### config.mk
export PLATFORM = sky130hd
export DESIGN_NAME = enet_rgmii_rx_speed_adapter_flat
export DESIGN_NICKNAME = d
export VERILOG_FILES = /design/src/rtl/enet_rgmii_rx_speed_adapter_if.sv /design/src/rtl/enet_rgmii_rx_speed_adapter.sv /design/src/flat_wrapper.sv
export SDC_FILE = /design/constraint.sdc
export NUM_CORES = 1
export LEC_CHECK = 0
export CAP_MARGIN = 30
export CORE_UTILIZATION = 30
export DETAILED_ROUTE_END_ITERATION = 12
export GPL_ROUTABILITY_DRIVEN = 0
export GPL_TIMING_DRIVEN = 0
export PLACE_DENSITY = 0.48
export SETUP_SLACK_MARGIN = 0.4
export SLEW_MARGIN = 20
export SYNTH_ARGS = -nofsm -noshare
export SYNTH_HDL_FRONTEND = slang
export SYNTH_SLANG_ARGS = --single-unit
### constraint.sdc
create_clock -name clk -period 2.8 [get_ports clk]
set_input_delay 0.28 -clock clk [delete_from_list [all_inputs] [get_ports clk]]
set_output_delay 0.28 -clock clk [all_outputs]
set_load 0.03 [all_outputs]
### src/rtl/enet_rgmii_rx_speed_adapter_if.sv
// Bundle of the RGMII receive-side signals around enet_rgmii_rx_speed_adapter.
//
// Signals:
//   ddr_rxd_r / ddr_rxd_f   nibbles captured on the rising / falling edge of the RX clock
//   ddr_ctl_r / ddr_ctl_f   RX_CTL captured on the rising (RX_DV) / falling (DV^ER) edge
//   rx_vld, rx_data, rx_er  framed byte stream towards the MAC
//   rx_sof, rx_eof          frame delimiters, qualified by rx_vld
//   odd_nibble_err          single-cycle pulse: a 10/100 frame ended on a half byte
//   link_up/speed/fdx       decoded link status
//
// Modports:
//   master  the adapter: consumes the DDR samples and drives the byte stream and link status
//   slave   the environment: drives the DDR samples and observes the adapter outputs
interface enet_rgmii_rx_speed_adapter_if;
   logic [3:0] ddr_rxd_r;
   logic [3:0] ddr_rxd_f;
   logic       ddr_ctl_r;
   logic       ddr_ctl_f;
   logic       rx_vld;
   logic [7:0] rx_data;
   logic       rx_er;
   logic       rx_sof;
   logic       rx_eof;
   logic       odd_nibble_err;
   logic       link_up;
   logic [1:0] link_speed;
   logic       link_fdx;

   modport master (
      input  ddr_rxd_r,
      input  ddr_rxd_f,
      input  ddr_ctl_r,
      input  ddr_ctl_f,
      output rx_vld,
      output rx_data,
      output rx_er,
      output rx_sof,
      output rx_eof,
      output odd_nibble_err,
      output link_up,
      output link_speed,
      output link_fdx
   );

   modport slave (
      output ddr_rxd_r,
      output ddr_rxd_f,
      output ddr_ctl_r,
      output ddr_ctl_f,
      input  rx_vld,
      input  rx_data,
      input  rx_er,
      input  rx_sof,
      input  rx_eof,
      input  odd_nibble_err,
      input  link_up,
      input  link_speed,
      input  link_fdx
   );
endinterface

### src/rtl/enet_rgmii_rx_speed_adapter.sv
// Speed-adaptive RGMII receive datapath. Turns per-edge RGMII samples into a framed byte
// stream: DDR bytes at 1000 Mb/s, paired SDR nibbles (low nibble first) at 10/100 Mb/s.
// Link status comes from RGMII in-band status (IBS_EN=1) or from fixed parameters.
//
// Ports:
//   clk    RGMII receive clock (only clock)
//   rst_n  asynchronous active-low reset
//   bus    enet_rgmii_rx_speed_adapter_if.master: DDR samples in; rx_* byte stream,
//          odd_nibble_err and link_* status out. All outputs are registered.
module enet_rgmii_rx_speed_adapter #(
   parameter bit          IBS_EN          = 1'b1,
   parameter logic [1:0]  FIXED_SPEED     = 2'b10,
   parameter int unsigned LINK_STABLE_CYC = 4
) (
   input  logic                           clk,
   input  logic                           rst_n,
   enet_rgmii_rx_speed_adapter_if.master  bus
);

   localparam logic [1:0] Speed1000 = 2'b10;
   localparam logic [1:0] SpeedRsvd = 2'b11;

   typedef enum logic [1:0] {StIdle, StGig, StNibHi, StNibLo} state_e;

   logic dv;
   logic er;
   assign dv = bus.ddr_ctl_r;
   assign er = bus.ddr_ctl_r ^ bus.ddr_ctl_f;

   // ---------------------------------------------------------------------------------------
   // Link status
   // ---------------------------------------------------------------------------------------
   logic       link_up_q;
   logic [1:0] link_speed_q;
   logic       link_fdx_q;

   if (IBS_EN) begin : g_ibs
      localparam logic [7:0] StableCyc = 8'(LINK_STABLE_CYC);

      logic [3:0] cand_q, cand_d;
      logic [7:0] cnt_q, cnt_d;
      logic       take;

      always_comb begin
         cand_d = cand_q;
         cnt_d  = cnt_q;
         take   = 1'b0;
         // Only samples with both control bits low are status; dv=1 samples leave the
         // debouncer untouched so the link outputs cannot move inside a frame.
         if (!bus.ddr_ctl_r) begin
            if (bus.ddr_ctl_f) begin
               cnt_d = '0;  // carrier extend / false carrier
            end else if (bus.ddr_rxd_r[2:1] == SpeedRsvd) begin
               cnt_d = '0;
            end else begin
               if (cnt_q != '0 && bus.ddr_rxd_r == cand_q) begin
                  if (cnt_q < StableCyc) cnt_d = cnt_q + 8'd1;
               end else begin
                  cand_d = bus.ddr_rxd_r;
                  cnt_d  = 8'd1;
               end
               // Re-taking an already committed candidate rewrites identical values.
               take = (cnt_d == StableCyc);
            end
         end
      end

      always_ff @(posedge clk or negedge rst_n) begin
         if (!rst_n) begin
            cand_q       <= '0;
            cnt_q        <= '0;
            link_up_q    <= 1'b0;
            link_speed_q <= FIXED_SPEED;
            link_fdx_q   <= 1'b0;
         end else begin
            cand_q <= cand_d;
            cnt_q  <= cnt_d;
            if (take) begin
               link_up_q    <= cand_d[0];
               link_speed_q <= cand_d[2:1];
               link_fdx_q   <= cand_d[3];
            end
         end
      end
   end else begin : g_fixed
      always_ff @(posedge clk or negedge rst_n) begin
         if (!rst_n) begin
            link_up_q    <= 1'b0;
            link_speed_q <= FIXED_SPEED;
            link_fdx_q   <= 1'b0;
         end else begin
            link_up_q    <= 1'b1;
            link_speed_q <= FIXED_SPEED;
            link_fdx_q   <= 1'b1;
         end
      end
   end

   // ---------------------------------------------------------------------------------------
   // Byte assembly. The active state (StGig vs StNib*) holds the frame speed chosen from
   // link_speed_q on leaving StIdle, so later link changes cannot affect a running frame.
   // ---------------------------------------------------------------------------------------
   state_e     state_q, state_d;
   logic [3:0] lo_nib_q, lo_nib_d;
   logic       lo_er_q, lo_er_d;
   logic       first_q, first_d;

   logic       byte_vld;
   logic [7:0] byte_data;
   logic       byte_er;
   logic       byte_first;
   logic       frame_end;
   logic       odd_err;

   always_comb begin
      state_d    = state_q;
      lo_nib_d   = lo_nib_q;
      lo_er_d    = lo_er_q;
      first_d    = first_q;
      byte_vld   = 1'b0;
      byte_data  = {bus.ddr_rxd_f, bus.ddr_rxd_r};
      byte_er    = er;
      byte_first = first_q;
      frame_end  = 1'b0;
      odd_err    = 1'b0;
      unique case (state_q)
         StIdle: begin
            if (dv) begin
               if (link_speed_q == Speed1000) begin
                  byte_vld   = 1'b1;
                  byte_first = 1'b1;
                  first_d    = 1'b0;
                  state_d    = StGig;
               end else begin
                  lo_nib_d = bus.ddr_rxd_r;
                  lo_er_d  = er;
                  first_d  = 1'b1;
                  state_d  = StNibHi;
               end
            end
         end
         StGig: begin
            if (dv) begin
               byte_vld = 1'b1;
            end else begin
               frame_end = 1'b1;
               state_d   = StIdle;
            end
         end
         StNibHi: begin
            if (dv) begin
               byte_vld  = 1'b1;
               byte_data = {bus.ddr_rxd_r, lo_nib_q};
               byte_er   = lo_er_q | er;
               first_d   = 1'b0;
               state_d   = StNibLo;
            end else begin
               odd_err   = 1'b1;  // half byte is dropped
               frame_end = 1'b1;
               state_d   = StIdle;
            end
         end
         StNibLo: begin
            if (dv) begin
               lo_nib_d = bus.ddr_rxd_r;
               lo_er_d  = er;
               state_d  = StNibHi;
            end else begin
               frame_end = 1'b1;
               state_d   = StIdle;
            end
         end
         default: state_d = StIdle;
      endcase
   end

   // ---------------------------------------------------------------------------------------
   // Output staging. One byte is held back so that rx_eof can be attached to it when the
   // frame ends. In 10/100 mode the last byte therefore follows its predecessor by a single
   // cycle: it is released by the dv=0 sample, not by a further byte.
   // ---------------------------------------------------------------------------------------
   logic       hold_vld_q, hold_vld_d;
   logic [7:0] hold_data_q, hold_data_d;
   logic       hold_er_q, hold_er_d;
   logic       hold_first_q, hold_first_d;

   logic       rx_vld_q, rx_vld_d;
   logic [7:0] rx_data_q, rx_data_d;
   logic       rx_er_q, rx_er_d;
   logic       rx_sof_q, rx_sof_d;
   logic       rx_eof_q, rx_eof_d;
   logic       odd_q;

   always_comb begin
      hold_vld_d   = hold_vld_q;
      hold_data_d  = hold_data_q;
      hold_er_d    = hold_er_q;
      hold_first_d = hold_first_q;
      rx_vld_d     = 1'b0;
      rx_data_d    = rx_data_q;
      rx_er_d      = 1'b0;
      rx_sof_d     = 1'b0;
      rx_eof_d     = 1'b0;
      if (frame_end) begin
         if (hold_vld_q) begin
            rx_vld_d  = 1'b1;
            rx_data_d = hold_data_q;
            rx_er_d   = hold_er_q;
            rx_sof_d  = hold_first_q;
            rx_eof_d  = 1'b1;
         end
         hold_vld_d = 1'b0;
      end else if (byte_vld) begin
         if (hold_vld_q) begin
            rx_vld_d  = 1'b1;
            rx_data_d = hold_data_q;
            rx_er_d   = hold_er_q;
            rx_sof_d  = hold_first_q;
         end
         hold_vld_d   = 1'b1;
         hold_data_d  = byte_data;
         hold_er_d    = byte_er;
         hold_first_d = byte_first;
      end
   end

   always_ff @(posedge clk or negedge rst_n) begin
      if (!rst_n) begin
         state_q      <= StIdle;
         lo_nib_q     <= '0;
         lo_er_q      <= 1'b0;
         first_q      <= 1'b0;
         hold_vld_q   <= 1'b0;
         hold_data_q  <= '0;
         hold_er_q    <= 1'b0;
         hold_first_q <= 1'b0;
         rx_vld_q     <= 1'b0;
         rx_data_q    <= '0;
         rx_er_q      <= 1'b0;
         rx_sof_q     <= 1'b0;
         rx_eof_q     <= 1'b0;
         odd_q        <= 1'b0;
      end else begin
         state_q      <= state_d;
         lo_nib_q     <= lo_nib_d;
         lo_er_q      <= lo_er_d;
         first_q      <= first_d;
         hold_vld_q   <= hold_vld_d;
         hold_data_q  <= hold_data_d;
         hold_er_q    <= hold_er_d;
         hold_first_q <= hold_first_d;
         rx_vld_q     <= rx_vld_d;
         rx_data_q    <= rx_data_d;
         rx_er_q      <= rx_er_d;
         rx_sof_q     <= rx_sof_d;
         rx_eof_q     <= rx_eof_d;
         odd_q        <= odd_err;
      end
   end

   assign bus.rx_vld         = rx_vld_q;
   assign bus.rx_data        = rx_data_q;
   assign bus.rx_er          = rx_er_q;
   assign bus.rx_sof         = rx_sof_q;
   assign bus.rx_eof         = rx_eof_q;
   assign bus.odd_nibble_err = odd_q;
   assign bus.link_up        = link_up_q;
   assign bus.link_speed     = link_speed_q;
   assign bus.link_fdx       = link_fdx_q;

endmodule
### src/flat_wrapper.sv
// flat-port wrapper written by rule: the top's interface ports become plain ports
module enet_rgmii_rx_speed_adapter_flat 
#(
   parameter bit          IBS_EN          = 1'b1,
   parameter logic [1:0]  FIXED_SPEED     = 2'b10,
   parameter int unsigned LINK_STABLE_CYC = 4
)
  (clk, rst_n, bus_ddr_rxd_r, bus_ddr_rxd_f, bus_ddr_ctl_r, bus_ddr_ctl_f, bus_rx_vld, bus_rx_data, bus_rx_er, bus_rx_sof, bus_rx_eof, bus_odd_nibble_err, bus_link_up, bus_link_speed, bus_link_fdx);
  enet_rgmii_rx_speed_adapter_if bus_i ();
  input  logic clk;
  input  logic rst_n;
  input wire logic [$bits(bus_i.ddr_rxd_r)-1:0] bus_ddr_rxd_r;
  input wire logic [$bits(bus_i.ddr_rxd_f)-1:0] bus_ddr_rxd_f;
  input wire logic [$bits(bus_i.ddr_ctl_r)-1:0] bus_ddr_ctl_r;
  input wire logic [$bits(bus_i.ddr_ctl_f)-1:0] bus_ddr_ctl_f;
  output wire logic [$bits(bus_i.rx_vld)-1:0] bus_rx_vld;
  output wire logic [$bits(bus_i.rx_data)-1:0] bus_rx_data;
  output wire logic [$bits(bus_i.rx_er)-1:0] bus_rx_er;
  output wire logic [$bits(bus_i.rx_sof)-1:0] bus_rx_sof;
  output wire logic [$bits(bus_i.rx_eof)-1:0] bus_rx_eof;
  output wire logic [$bits(bus_i.odd_nibble_err)-1:0] bus_odd_nibble_err;
  output wire logic [$bits(bus_i.link_up)-1:0] bus_link_up;
  output wire logic [$bits(bus_i.link_speed)-1:0] bus_link_speed;
  output wire logic [$bits(bus_i.link_fdx)-1:0] bus_link_fdx;
  assign bus_i.ddr_rxd_r = bus_ddr_rxd_r;
  assign bus_i.ddr_rxd_f = bus_ddr_rxd_f;
  assign bus_i.ddr_ctl_r = bus_ddr_ctl_r;
  assign bus_i.ddr_ctl_f = bus_ddr_ctl_f;
  assign bus_rx_vld = bus_i.rx_vld;
  assign bus_rx_data = bus_i.rx_data;
  assign bus_rx_er = bus_i.rx_er;
  assign bus_rx_sof = bus_i.rx_sof;
  assign bus_rx_eof = bus_i.rx_eof;
  assign bus_odd_nibble_err = bus_i.odd_nibble_err;
  assign bus_link_up = bus_i.link_up;
  assign bus_link_speed = bus_i.link_speed;
  assign bus_link_fdx = bus_i.link_fdx;
  enet_rgmii_rx_speed_adapter #(.IBS_EN(IBS_EN), .FIXED_SPEED(FIXED_SPEED), .LINK_STABLE_CYC(LINK_STABLE_CYC)) u_core (.clk(clk), .rst_n(rst_n), .bus(bus_i));
endmodule
==> Word-level counts from Yosys, hierarchy flattened <==
Cells that the tools add are included.
{ "word_totals": {"ff_bits": 48, "latchBits": 0, "ram_bits": 0, "mem_bits_ro": 0, "inputBits": 12, "out_inout_bits": 17, "word_cells": 109, "memories": 0} }
{ "classes": {"addsub": 1, "mul": 0, "div_mod_pow": 0, "order_cmp": 1, "eq_ne": 12, "shift": 0, "muxes": 61, "n_bitwise": 3, "reduce_logical": 12} }
{ "op_table": {"columns": ["cell", "n"], "rows": [
  ["$mux W8", 12],
  ["$mux W1", 32],
  ["$mux W4", 7],
  ["$mux W2", 5],
  ["$ne A2 B2 Y1 const B", 5],
  ["$add A8 B1 Y8 const B", 1],
  ["$eq A2 B2 Y1 const B", 4],
  ["$eq A8 B3 Y1 const B", 1],
  ["$lt A8 B3 Y1 const B", 1],
  ["$pmux W2 S4", 1],
  ["$pmux W4 S2", 1],
  ["$reduce_bool A8 Y1", 1],
  ["$pmux W1 S2", 3],
  ["$reduce_bool A2 Y1", 3],
  ["$eq A4 B4 Y1", 1],
  ["$reduce_and A2 Y1", 2],
  ["$reduce_and A4 Y1", 1],
  ["$reduce_and A3 Y1", 1],
  ["$reduce_or A3 Y1", 1],
  ["$eq A2 B1 Y1 const B", 1],
  ["$logic_not A2 Y1", 1],
  ["$reduce_or A2 Y1", 1],
  ["$logic_and A1 B1 Y1", 1],
  ["$not A1 Y1", 1],
  ["other kinds (2)", 2]
]} }

==> Depth between registers and ports, before layout <==
{ "depth": {"depth_word": 10, "ltp_mapped": 8, "mapped_depth_nobuf": 7} }

==> Worst setup path after synthesis <==
No wires, ideal clock.
{ "synth_path": {"kind": "register to register", "startpoint": "register u_core.g_ibs.cnt_q[3]", "endpoint": "register u_core.link_fdx_q, in the netlist u_core.bus.link_fdx", "setup_ns": 0.128, "t_arrival_ns": 2.216, "required_time_ns": 2.672, "path_slack_ns": 0.456, "path_stages_with_launch": 6, "path_buffers": 0, "period_less_slack_ns": 2.344, "path_cell_list": "dfrtp_1 or4_4 or4b_4 a21oi_4 mux2_2 mux2_1"} }
{ "synth_via": {"elab_cells_between_ends": 17, "classes_between": "1 x add/sub; 1 x order compare; 1 x eq/ne; 12 x mux; 2 x reduce/logical"} }
{ "synth_rtl": {"columns": ["item", "line", "rtl"], "rows": [
  ["start, declared", "enet_rgmii_rx_speed_adapter.sv:41", "logic [7:0] cnt_q, cnt_d;"],
  ["start signal, assigned", "enet_rgmii_rx_speed_adapter.sv:77", "cnt_q <= cnt_d;"],
  ["$reduce_bool A8 Y1", "enet_rgmii_rx_speed_adapter.sv:56", "if (cnt_q != '0 && bus.ddr_rxd_r == cand_q) begin"],
  ["$logic_and A1 B1 Y1", "enet_rgmii_rx_speed_adapter.sv:56", null],
  ["$mux W4", "enet_rgmii_rx_speed_adapter.sv:56", null],
  ["$mux W4", "enet_rgmii_rx_speed_adapter.sv:53", "end else if (bus.ddr_rxd_r[2:1] == SpeedRsvd) begin"],
  ["$mux W4", "enet_rgmii_rx_speed_adapter.sv:51", "if (bus.ddr_ctl_f) begin"],
  ["$mux W4", "enet_rgmii_rx_speed_adapter.sv:50", "if (!bus.ddr_ctl_r) begin"],
  ["net u_core.g_ibs.cand_d[3]", "enet_rgmii_rx_speed_adapter.sv:40", "logic [3:0] cand_q, cand_d;"],
  ["end signal, assigned", "enet_rgmii_rx_speed_adapter.sv:81", "link_fdx_q <= cand_d[3];"],
  ["end, declared", "enet_rgmii_rx_speed_adapter.sv:35", "logic link_fdx_q;"]
]} }
The timed path passes the listed nets, and every way through them passes these cells. The select of a mux whose other input is x is not followed.
A chain may end at the register's enable or synchronous reset.

==> Worst setup path after layout <==
{ "layout_path": {"startpoint": "register u_core.g_ibs.cnt_q[7]", "endpoint": "register u_core.link_up_q, in the netlist u_core.bus.link_up"} }
{ "layout_via": {"elab_cells_between_ends": 17, "classes_between": "1 x add/sub; 1 x order compare; 1 x eq/ne; 12 x mux; 2 x reduce/logical"} }
{ "layout_rtl": {"columns": ["item", "line", "rtl"], "rows": [
  ["$reduce_bool A8 Y1", "enet_rgmii_rx_speed_adapter.sv:56", null],
  ["$logic_and A1 B1 Y1", "enet_rgmii_rx_speed_adapter.sv:56", null],
  ["$mux W4", "enet_rgmii_rx_speed_adapter.sv:56", null],
  ["$mux W4", "enet_rgmii_rx_speed_adapter.sv:53", null],
  ["$mux W4", "enet_rgmii_rx_speed_adapter.sv:51", null],
  ["$mux W4", "enet_rgmii_rx_speed_adapter.sv:50", null],
  ["net u_core.g_ibs.cand_d[0]", "enet_rgmii_rx_speed_adapter.sv:40", null],
  ["end signal, assigned", "enet_rgmii_rx_speed_adapter.sv:79", "link_up_q <= cand_d[0];"],
  ["end, declared", "enet_rgmii_rx_speed_adapter.sv:33", "logic link_up_q;"]
]} }
The timed path passes the listed nets, and every way through them passes these cells. The select of a mux whose other input is x is not followed.

==> summary.md <==
| Metric | Value |
|---|---|
| Max-slew headroom | `0.5984` |
| Most used DFF post-synth | `dfrtp_1` |
| Synth cell types | `41` |
| Post-DR vias/cell | `4.525` |
| CTS buffer count | `5` |
| Worst r2r dst | `u_core.bus.link_up$_DFFE_PN0P_` |
| Synth Area in Simple Gates | `0.1346` |
| EDFF count, synth | `0` |
| Critical Path RT | `2.99 ns` |
| Synth Register Bits | `48` |
| # DRC | `0` |
| Wirelength per Cell | `13.31 um` |
| Complex-gate fraction of the synthesized area | `0.1050` |
| Die Wd | `86.80 um` |
| Critical path fanouts, max | `3` |
| First-pass GRT wire length | `7010 um` |
| Ratio of cells with drive above 1 in the final layout | `0.2027` |
| Endpoints failing setup | `0` |
| Post-Syn Area | `2157 um^2` |
| ANT nets after route | `0` |
| Combinational family with the most area after synthesis | `simple AND/OR/NAND/NOR gates` |
| Clk buf depth | `2` |
| Util after Layout | `0.3949` |
| Fraction of the yosys area taken by sequential cells | `0.5574` |
| CP arrival | `2.55 ns` |
| Period utilisation layout | `0.8431` |
| Rows | `30` |
| Worst-Skew Late Latency | `0.30 ns` |
| DP HPWL | `2929 um` |
| R2R cell count | `5` |
| Pin count of the biggest net entering global routing | `49` |
| CTS root buffer | `clkbuf_8` |
| WL met2 | `1809 um` |
| Mean area per synthesized cell | `11.92 um^2` |
| Antenna violations before repair | `0` |
| Total gr overflow | `0` |
| Post-synthesis cell count | `181` |
| Worst slew pin tran | `0.6024 ns` |
| # diodes | `0` |
| Routed wire length | `4231 um` |
| Overall Global Routing Usage | `0.1208` |
| Fmax achieved | `423.6 MHz` |
| Routed via count | `1439` |
| CTS tree | `built` |
| Final setup margin | `0.4394 ns` |
| Warnings, synthesis | `0` |
| Final Critical Period | `2.361 ns` |
| Worst r2r src | `u_core.g_ibs.cnt_q[7]$_DFFE_PN0N_` |
| Vias in the first global route | `1424` |
| CTS Sinks | `48` |
| Critical path class | `register to register` |
| PwrDens | `909.8 nW/um^2` |
| Unrepaired setup endpoints after global routing | `yes` |
| Clock transition at path regs | `0.09 ns` |
| Async S/R FF share, synth | `1.000` |
| Synth Area in Adders | `0.03480` |
| Maximum vdd drop | `0.1824 mV` |
| FILL cells | `684` |
| Initial Utilization | `0.3140` |
| Total of max-cap violations | `0` |
| Htree depth | `2` |
| Core area | `6869 um^2` |
| 1st-iter DRT viols | `19` |
| Final slew viol count | `0` |
| Ports | `29` |
| Outcome | `finished with violations` |
| Drt pass-1 iters | `4` |
| Final hold violations | `32` |
| Met1 WL | `2177 um` |
| Met3 WL | `175 um` |
| Hold_ws | `-0.02402 ns` |
| Failing checks | `hold timing` |
| P_leak | `1.244 nW` |
| Pre-CTS WS | `0.1517 ns` |
| Die ar. | `7533 um^2` |
| Overall power | `2.468 mW` |
| Uppermost routed layer | `met4` |
| Mux share of post-synthesis cell area | `0.1311` |
| Post-synthesis xor/xnor area fraction | `0.01624` |
| Syn Nets | `199` |
| FF-to-FF setup slack | `0.44 ns` |
| Clock skew | `0.004695 ns` |
| IO Port Bufs | `28` |
| Area grow syn2layout | `25.75%` |
| Post-layout nets | `239` |
| Worst min-delay path class | `input pin to async pin` |
| CP Capture Type | `register` |
| Chip Height | `86.80 um` |
| CP Launch Type | `register` |
per-layer routing:
| metal | global-route usage | vias up |
|---|---|---|
| met1 | 0.1736 | 683 |
| met3 | 0.03048 | 6 |
| met5 | 0 | - |
| li1 | - | 716 |
| met2 | 0.1761 | 34 |
| met4 | 0.04091 | 0 |
critical path: stages (launching register included):
cell	delay (ns)
dfrtp_1	0.38
or4_4	0.53
or4b_4	0.52
a21oi_4	0.22
mux2_4	0.32
mux2_1	0.28
repair_timing:
action                                 in CTS  in global routing
hold buffers                                0                  0
buffers inserted                            2                  2
endpoints found under the hold margin       0                  0
setup endpoints to repair                  10                 11
pin swaps                                   3                  4
resized for setup                           2                  9
cloned                                      0                  1
flip-flops by register name, indices dropped and copies added (netlist names), 2 cells and up:
register and flops:
u_core.hold_data_q 8, u_core.bus.link_speed 2, u_core.state_q 2, u_core.g_ibs.cnt_q 8, u_core.bus.rx_data 8, u_core.g_ibs.cand_q 4
u_core.lo_nib_q 4
per-stage QoR:
stage               cells  setup TNS [ns]  instance area (um^2)
floorplan             181               0                  2157
global placement      305         -0.6600                  2557
detailed placement    305               0                  2555
CTS                   315               0                  2670
global route          318               0                  2713
finish                318               0                  2713
Yosys cell counts (2+ instances only):
| cell | instances | area, um^2 |
|---|---|---|
| ha_1 | 6 | 75.07 |
| o31ai_1 | 6 | 45.04 |
| nand2_1 | 21 | 78.83 |
| mux2_1 | 2 | 22.52 |
| clkbuf_1 | 4 | 15.01 |
| mux2i_1 | 8 | 80.08 |
| and3_1 | 3 | 18.77 |
| a21oi_1 | 4 | 20.02 |
| xnor2_1 | 4 | 35.03 |
| nor2_1 | 3 | 11.26 |
| nor2b_1 | 6 | 37.54 |
| inv_1 | 8 | 30.03 |
| nor3b_1 | 2 | 15.01 |
| mux2_2 | 16 | 180.2 |
| dfrtp_1 | 47 | 1176 |
| o21ai_0 | 16 | 80.08 |
worst max path at each step:
stage,start,to,slack [ns],cells past startpoint
2_1_floorplan,u_core.g_ibs.cnt_q[3]$_DFFE_PN0N_,u_core.bus.link_fdx$_DFFE_PN0P_,0.46,5
3_3_place_gp,rst_n,u_core.g_ibs.cnt_q[1]$_DFFE_PN0N_,-0.02,1
6_report,u_core.g_ibs.cnt_q[7]$_DFFE_PN0N_,u_core.bus.link_up$_DFFE_PN0P_,0.44,5
3_5_place_dp,u_core.state_q[0]$_DFFE_PN0P_,u_core.bus.rx_data[3]$_DFFE_PN0P_,0.15,8
4_1_cts,u_core.state_q[0]$_DFFE_PN0P_,u_core.bus.rx_data[3]$_DFFE_PN0P_,0.40,8
5_1_grt,u_core.g_ibs.cnt_q[7]$_DFFE_PN0N_,u_core.bus.link_fdx$_DFFE_PN0P_,0.38,5
cells in the final DEF (no fill, tap or decap), drive strengths merged:
cell / count
a21o: 1
a21oi: 5
a31oi: 1
a32o: 1
and2b: 2
and3: 3
and3b: 1
and4: 1
buf: 5
clkbuf: 10
clkdlybuf4s50: 27
clkinvlp: 2
dfrtp: 47
dfstp: 1
ha: 6
inv: 8
mux2: 18
mux2i: 8
nand2: 22
nand2b: 1
nand3: 1
nand4: 1
nor2: 4
nor2b: 6
nor3: 2
nor3b: 3
nor4: 1
o211ai: 1
o21a: 1
o21ai: 16
o22ai: 1
o31ai: 6
o32a: 1
o32ai: 1
or2: 1
or4: 1
or4b: 1
xnor2: 4
power breakdown:
group,leakage (nW),switching (mW),internal (mW),total (mW)
clock,0.0434,0.239,0.200,0.439
combinational,0.591,0.540,0.448,0.988
sequential,0.610,0.121,0.920,1.04
total,1.24,0.900,1.57,2.47
area by class of cell:
cell class                 instances  area, um^2  share of cell area
clock inverter                     2       15.01            0.005535
sequential                        48        1202              0.4433
clock buffer                       6       82.58             0.03044
buffer                             4       16.27            0.005996
inverter                           8       30.03             0.01107
timing repair buffer              32       307.8              0.1135
multi-input combinational        122       938.4              0.3459
tap                               96       120.1             0.04428
logic make-up (layout without fill, tap and decap cells):
| group | Yosys count | after routing |
|---|---|---|
| and+or+nand+nor | 50 | 51 |
| adders and majority gates | 6 | 6 |
| buffers and inverters | 12 | 52 |
| xor gates and xnor gates | 4 | 4 |
| muxes | 26 | 26 |
| AOI/OAI and AO/OA | 35 | 35 |
| DFF | 48 | 48 |
Power figures use the tool's default switching activity.
